## src/rtl/async_fifo_wr_ctrl_if.sv

```systemverilog
// Write-side bundle of the async FIFO controller: producer request, RAM
// write strobe/address, pointer exchange with the read domain and flags.
// Optional FIFO_OVF_DETECT_EN adds the sticky overflow error and its clear.
interface async_fifo_wr_ctrl_if #(
  parameter int unsigned ADDR_W = 4
);
  logic              wr_req;
  logic [ADDR_W:0]   rd_ptr_gray;
  logic              wr_en;
  logic [ADDR_W-1:0] wr_addr;
  logic [ADDR_W:0]   wr_ptr_gray;
  logic              full;
  logic              almost_full;
  logic [ADDR_W:0]   fill_level;
`ifdef FIFO_OVF_DETECT_EN
  logic              ovf_clr;
  logic              ovf_err;
`endif

  // Producer / read-domain side.
  modport master (
    output wr_req, rd_ptr_gray,
`ifdef FIFO_OVF_DETECT_EN
    output ovf_clr,
    input  ovf_err,
`endif
    input  wr_en, wr_addr, wr_ptr_gray, full, almost_full, fill_level
  );

  // Write controller side.
  modport slave (
    input  wr_req, rd_ptr_gray,
`ifdef FIFO_OVF_DETECT_EN
    input  ovf_clr,
    output ovf_err,
`endif
    output wr_en, wr_addr, wr_ptr_gray, full, almost_full, fill_level
  );
endinterface

```

## src/rtl/async_fifo_wr_ctrl.sv

```systemverilog
// Write-domain pointer/flag controller for an async FIFO.
// Owns binary/gray write pointers, synchronises the gray read pointer through
// SYNC_STAGES flops, and produces registered full, almost_full and fill_level.
// Optional feature macro: FIFO_OVF_DETECT_EN (sticky ovf_err on dropped writes).
module async_fifo_wr_ctrl #(
  parameter int unsigned ADDR_W      = 4,
  parameter int unsigned SYNC_STAGES = 2,
  parameter int unsigned AF_THRESH   = (1 << ADDR_W) - 2
) (
  input  logic                  clk,
  input  logic                  reset,
  async_fifo_wr_ctrl_if.slave   bus
);

  localparam int unsigned     PW      = ADDR_W + 1;
  localparam logic [ADDR_W:0] DEPTH_V = PW'(1 << ADDR_W);
  localparam logic [ADDR_W:0] AF_V    = PW'(AF_THRESH);

  logic [ADDR_W:0] wptr_bin;
  logic [ADDR_W:0] wptr_next;
  logic [ADDR_W:0] wr_ptr_gray_q;
  logic [ADDR_W:0] rptr_bin;
  logic [ADDR_W:0] fill_next;
  logic [ADDR_W:0] fill_q;
  logic [ADDR_W:0] sync_q [SYNC_STAGES];
  logic            full_q;
  logic            af_q;
  logic            wr_en_int;

  // Requests are ignored while reset is held, and dropped while full.
  assign wr_en_int = bus.wr_req & ~full_q & ~reset;

  assign wptr_next = wptr_bin + PW'(wr_en_int);
  assign fill_next = wptr_next - rptr_bin;

  assign bus.wr_en       = wr_en_int;
  assign bus.wr_addr     = wptr_bin[ADDR_W-1:0];
  assign bus.wr_ptr_gray = wr_ptr_gray_q;
  assign bus.full        = full_q;
  assign bus.almost_full = af_q;
  assign bus.fill_level  = fill_q;

  // Read-pointer synchroniser chain into the write clock domain.
  always_ff @(posedge clk or posedge reset) begin
    if (reset) begin
      for (int unsigned i = 0; i < SYNC_STAGES; i++) sync_q[i] <= '0;
    end else begin
      sync_q[0] <= bus.rd_ptr_gray;
      for (int unsigned i = 1; i < SYNC_STAGES; i++) sync_q[i] <= sync_q[i-1];
    end
  end

  // Gray to binary: each binary bit is the XOR of all gray bits at or above it.
  always_comb begin
    rptr_bin = '0;
    for (int unsigned i = 0; i < PW; i++) begin
      rptr_bin[i] = ^(sync_q[SYNC_STAGES-1] >> i);
    end
  end

  // Write pointers and flags, all computed from the post-write pointer.
  always_ff @(posedge clk or posedge reset) begin
    if (reset) begin
      wptr_bin      <= '0;
      wr_ptr_gray_q <= '0;
      fill_q        <= '0;
      full_q        <= 1'b0;
      af_q          <= 1'b0;
    end else begin
      wptr_bin      <= wptr_next;
      wr_ptr_gray_q <= wptr_next ^ (wptr_next >> 1);
      fill_q        <= fill_next;
      // Values above DEPTH mean a broken read side; still report full.
      full_q        <= (fill_next >= DEPTH_V);
      af_q          <= (fill_next >= AF_V);
    end
  end

`ifdef FIFO_OVF_DETECT_EN
  logic ovf_q;
  assign bus.ovf_err = ovf_q;

  // Sticky overflow error; a new overflow wins over a simultaneous clear.
  always_ff @(posedge clk or posedge reset) begin
    if (reset) begin
      ovf_q <= 1'b0;
    end else if (bus.wr_req & full_q) begin
      ovf_q <= 1'b1;
    end else if (bus.ovf_clr) begin
      ovf_q <= 1'b0;
    end
  end
`endif

endmodule

```

## src/flat_wrapper.sv

```systemverilog
// flat-port wrapper written by rule: the top's interface ports become plain ports
module async_fifo_wr_ctrl_flat 
#(
  parameter int unsigned ADDR_W      = 4,
  parameter int unsigned SYNC_STAGES = 2,
  parameter int unsigned AF_THRESH   = (1 << ADDR_W) - 2
)
  (clk, reset, bus_wr_req, bus_rd_ptr_gray, bus_wr_en, bus_wr_addr, bus_wr_ptr_gray, bus_full, bus_almost_full, bus_fill_level);
  async_fifo_wr_ctrl_if #(.ADDR_W(ADDR_W)) bus_i ();
  input  logic clk;
  input  logic reset;
  input wire logic [$bits(bus_i.wr_req)-1:0] bus_wr_req;
  input wire logic [$bits(bus_i.rd_ptr_gray)-1:0] bus_rd_ptr_gray;
  output wire logic [$bits(bus_i.wr_en)-1:0] bus_wr_en;
  output wire logic [$bits(bus_i.wr_addr)-1:0] bus_wr_addr;
  output wire logic [$bits(bus_i.wr_ptr_gray)-1:0] bus_wr_ptr_gray;
  output wire logic [$bits(bus_i.full)-1:0] bus_full;
  output wire logic [$bits(bus_i.almost_full)-1:0] bus_almost_full;
  output wire logic [$bits(bus_i.fill_level)-1:0] bus_fill_level;
  assign bus_i.wr_req = bus_wr_req;
  assign bus_i.rd_ptr_gray = bus_rd_ptr_gray;
  assign bus_wr_en = bus_i.wr_en;
  assign bus_wr_addr = bus_i.wr_addr;
  assign bus_wr_ptr_gray = bus_i.wr_ptr_gray;
  assign bus_full = bus_i.full;
  assign bus_almost_full = bus_i.almost_full;
  assign bus_fill_level = bus_i.fill_level;
  async_fifo_wr_ctrl #(.ADDR_W(ADDR_W), .SYNC_STAGES(SYNC_STAGES), .AF_THRESH(AF_THRESH)) u_core (.clk(clk), .reset(reset), .bus(bus_i));
endmodule
```

## config.mk

```make
export PLATFORM = sky130hd
export DESIGN_NAME = async_fifo_wr_ctrl_flat
export DESIGN_NICKNAME = d
export VERILOG_FILES = /design/src/rtl/async_fifo_wr_ctrl_if.sv /design/src/rtl/async_fifo_wr_ctrl.sv /design/src/flat_wrapper.sv
export SDC_FILE = /design/constraint.sdc
export NUM_CORES = 1
export LEC_CHECK = 0
export ABC_AREA = 1
export CAP_MARGIN = 20
export CORE_MARGIN = 2
export CORE_UTILIZATION = 53
export DETAILED_ROUTE_END_ITERATION = 7
export GPL_TIMING_DRIVEN = 1
export PLACE_DENSITY = 0.89
export SLEW_MARGIN = 10
export SYNTH_ARGS = -nofsm -noshare
export SYNTH_HDL_FRONTEND = slang
export SYNTH_SLANG_ARGS = --single-unit
```

## constraint.sdc

```tcl
create_clock -name clk -period 5 [get_ports clk]
set_input_delay 0.5 -clock clk [delete_from_list [all_inputs] [get_ports clk]]
set_output_delay 0.5 -clock clk [all_outputs]
set_load 0.02 [all_outputs]
```

==> impl_metrics.env <==
export IMPL_outcome="finished, final reports clean"
export IMPL_dieHeight_um=52.1
export IMPL_grt_pass1_wl_mm=3.43
export IMPL_fin_crit_ns=2.97
export IMPL_dp_slack_ns=1.71
export IMPL_netlist_area_um2=1230
export IMPL_yosys_warnings=0
export IMPL_io_buffer_count=24
export IMPL_first_pass_iters=4
export IMPL_routedLengthMet1_um=759
export IMPL_rsz0062_at_grt="false"
export IMPL_peakVddDrop_mv=0.399
export IMPL_vias=881
export IMPL_antenna_cells=0
export IMPL_final_layout_size_suffix_gt1_share_pct=17.0
export IMPL_cts_buffer_depth=2
export IMPL_fp_coreArea_um2=2190
export IMPL_ff2ff_setup_slack_ns=2.65
export IMPL_wl_met2_mm=1.03
export IMPL_synth_fp_nets=139
export IMPL_ys_seq_area_share_pct=53.1
export IMPL_tns_ns=0
export IMPL_worst_slew_pin_slew_ns=0.328
export IMPL_endpoint_kind="register"
export IMPL_fin_area_um2=1550
export IMPL_syn_avg_cell_area_um2=9.89
export IMPL_drt_initial_drc_count=10
export IMPL_worstHoldStart="u_core.sync_q[8]$_DFF_PP0_"
export IMPL_wire_per_inst_um=10.7
export IMPL_num_nets_final=169
export IMPL_p_per_area_nw_per_um2=595
export IMPL_grt_ovfl_total=0
export IMPL_postCtsResizedCells=0
export IMPL_cts_tree="yes"
export IMPL_timing_final_crit_share_pct=59.3
export IMPL_num_rows=17
export IMPL_synth_cell_types=20
export IMPL_dp_hpwl_mm=1.54
export IMPL_hold_viol=0
export IMPL_placed_area_um2=1510
export IMPL_syn_to_final_growth_pct=26.0
export IMPL_ant_nets=0
export IMPL_drt_total_wl_mm=1.94
export IMPL_final_common_cell="nand2_1"
export IMPL_synthCells=124
export IMPL_slew_violations=0
export IMPL_cts_clk_slew_worst_paths_ns=0.13
export IMPL_cp_max_fo=27
export IMPL_ys_ff_latch=26
export IMPL_fin_skew_ns=0.00358
export IMPL_cts_num_sinks=26
export IMPL_hold_buffers=0
export IMPL_die_area_um2=2710
export IMPL_drv_cap=0
export IMPL_die_x_um=52.1
export IMPL_hp_class="register to register"
export IMPL_cts_htree_levels=1
export IMPL_final_cell_mix="nand2_1, dfrtp_1, clkdlybuf4s50_1"
export IMPL_cts_root_buf="clkbuf_4"
export IMPL_grt_max_degree=28
export IMPL_drc=0
export IMPL_max_freq_mhz=337
export IMPL_cts_buffers=3
export IMPL_required_ns=5.22
export IMPL_startpoint="reset"
export IMPL_max_slew_margin_rel_pct=78.0
export IMPL_gr_usage_all_layers_pct=17.9
export IMPL_cp_start_kind="primary input"
export IMPL_wl_met3_um=107
export IMPL_arrival_ns=3.19
export IMPL_cts_setup_buffers=0
export IMPL_grt_pass1_vias=857
export IMPL_layout_setup_ws_ns=2.03
export IMPL_p_leak_nw=0.781
export IMPL_r2r_start="u_core.bus.full$_DFF_PP0_"
export IMPL_finalSetupViolCount=0
export IMPL_gp_congestion=0.767
export IMPL_routed_via_density=4.87
export IMPL_crit_type="primary input to register"
export IMPL_maxUsedRoutingLayer="met4"
export IMPL_clock_latency_ns=0.32
export IMPL_antenna_found_initial=0
export IMPL_pin_count=25
export IMPL_initial_core_util_pct=56.0
critical path: stages:
cell	delay [ns]
clkdlybuf4s50_1	0.39
inv_1	0.05
buf_4	0.30
nand2_1	0.08
nor2_1	0.19
ha_1	0.28
xor2_1	0.32
inv_1	0.11
fa_1	0.45
inv_1	0.12
nand3_1	0.09
nand2_1	0.06
nand3_1	0.07
nand2_2	0.10
nand2_2	0.05
flip-flops by register name, indices dropped and copies added, names as in the netlist:
register	cells
u_core.bus.almost_full	1
u_core.sync_q	10
u_core.wptr_bin	5
u_core.bus.full	1
u_core.bus.fill_level	5
u_core.bus.wr_ptr_gray	4
Yosys cell counts, drive strengths merged:
| master | number | area, um2 |
|---|---|---|
| nand2 | 40 | 185 |
| dfrtp | 26 | 651 |
| inv | 21 | 78.8 |
| nand3 | 11 | 65.1 |
| ha | 6 | 75.1 |
| xor2 | 6 | 60.1 |
| nand4 | 3 | 18.8 |
| xnor2 | 3 | 33.8 |
| a21oi | 2 | 10.0 |
| nor2 | 2 | 7.51 |
| a21boi | 1 | 11.3 |
| and2 | 1 | 6.26 |
| clkinv | 1 | 3.75 |
| fa | 1 | 20.0 |
cell type report:
class / instances / area [um2]
flip-flops and latches: 26 / 651
clock buffers: 4 / 36.3
multi-input cells: 76 / 493
inverters: 22 / 82.6
fillers: 163 / 646
well taps: 28 / 35.0
repair buffers: 25 / 248
metrics by stage:
| step | total power, mW | hold WS (ns) | utilization, % | instances |
|---|---|---|---|---|
| 2_1_floorplan | 0.639 | 0.331 | - | 124 |
| 3_3_place_gp | 0.809 | 0.331 | 68.9 | 177 |
| 3_5_place_dp | 0.826 | 0.336 | 68.9 | 177 |
| 4_1_cts | 0.931 | 0.366 | 70.5 | 181 |
| 5_1_grt | 0.996 | 0.368 | 70.5 | 181 |
| 6_report | 0.919 | 0.362 | 70.5 | 181 |
report_power, final:
part	internal (mW)	leakage [nW]	switching, mW	total, mW
Clock	0.0446	0.0210	0.0570	0.102
Combinational	0.219	0.451	0.276	0.495
Sequential	0.281	0.308	0.0414	0.322
routing by layer:
| metal | up-vias | GRT usage, % |
|---|---|---|
| met3 | 5 | 2.59 |
| met1 | 413 | 19.7 |
| met5 | - | 0 |
| li1 | 434 | - |
| met4 | 0 | 10.5 |
| met2 | 29 | 32.3 |
kinds of logic after synthesis:
group | count (synthesis) | share of synthesized area, %
AO/OA/AOI/OAI | 3 | 1.73
XOR/XNOR | 9 | 7.65
adder cells (fa/ha/maj) | 7 | 7.76
buffers and inverters | 22 | 6.73
flip-flops | 26 | 53.1
AND/OR/NAND/NOR | 57 | 23.1
final timing paths:
| kind | to | cells past startpoint |
|---|---|---|
| setup / recovery | u_core.bus.almost_full$_DFF_PP0_ | 15 |
| hold / removal | u_core.sync_q[3]$_DFF_PP0_ | 0 |
| setup reg to reg | u_core.bus.almost_full$_DFF_PP0_ | 11 |
| hold reg to reg | u_core.sync_q[3]$_DFF_PP0_ | 0 |
| max in group asynchronous | u_core.bus.fill_level[4]$_DFF_PP0_ | 3 |
| min in group asynchronous | u_core.sync_q[6]$_DFF_PP0_ | 3 |
Note: power is estimated with default switching activity, not from simulation.
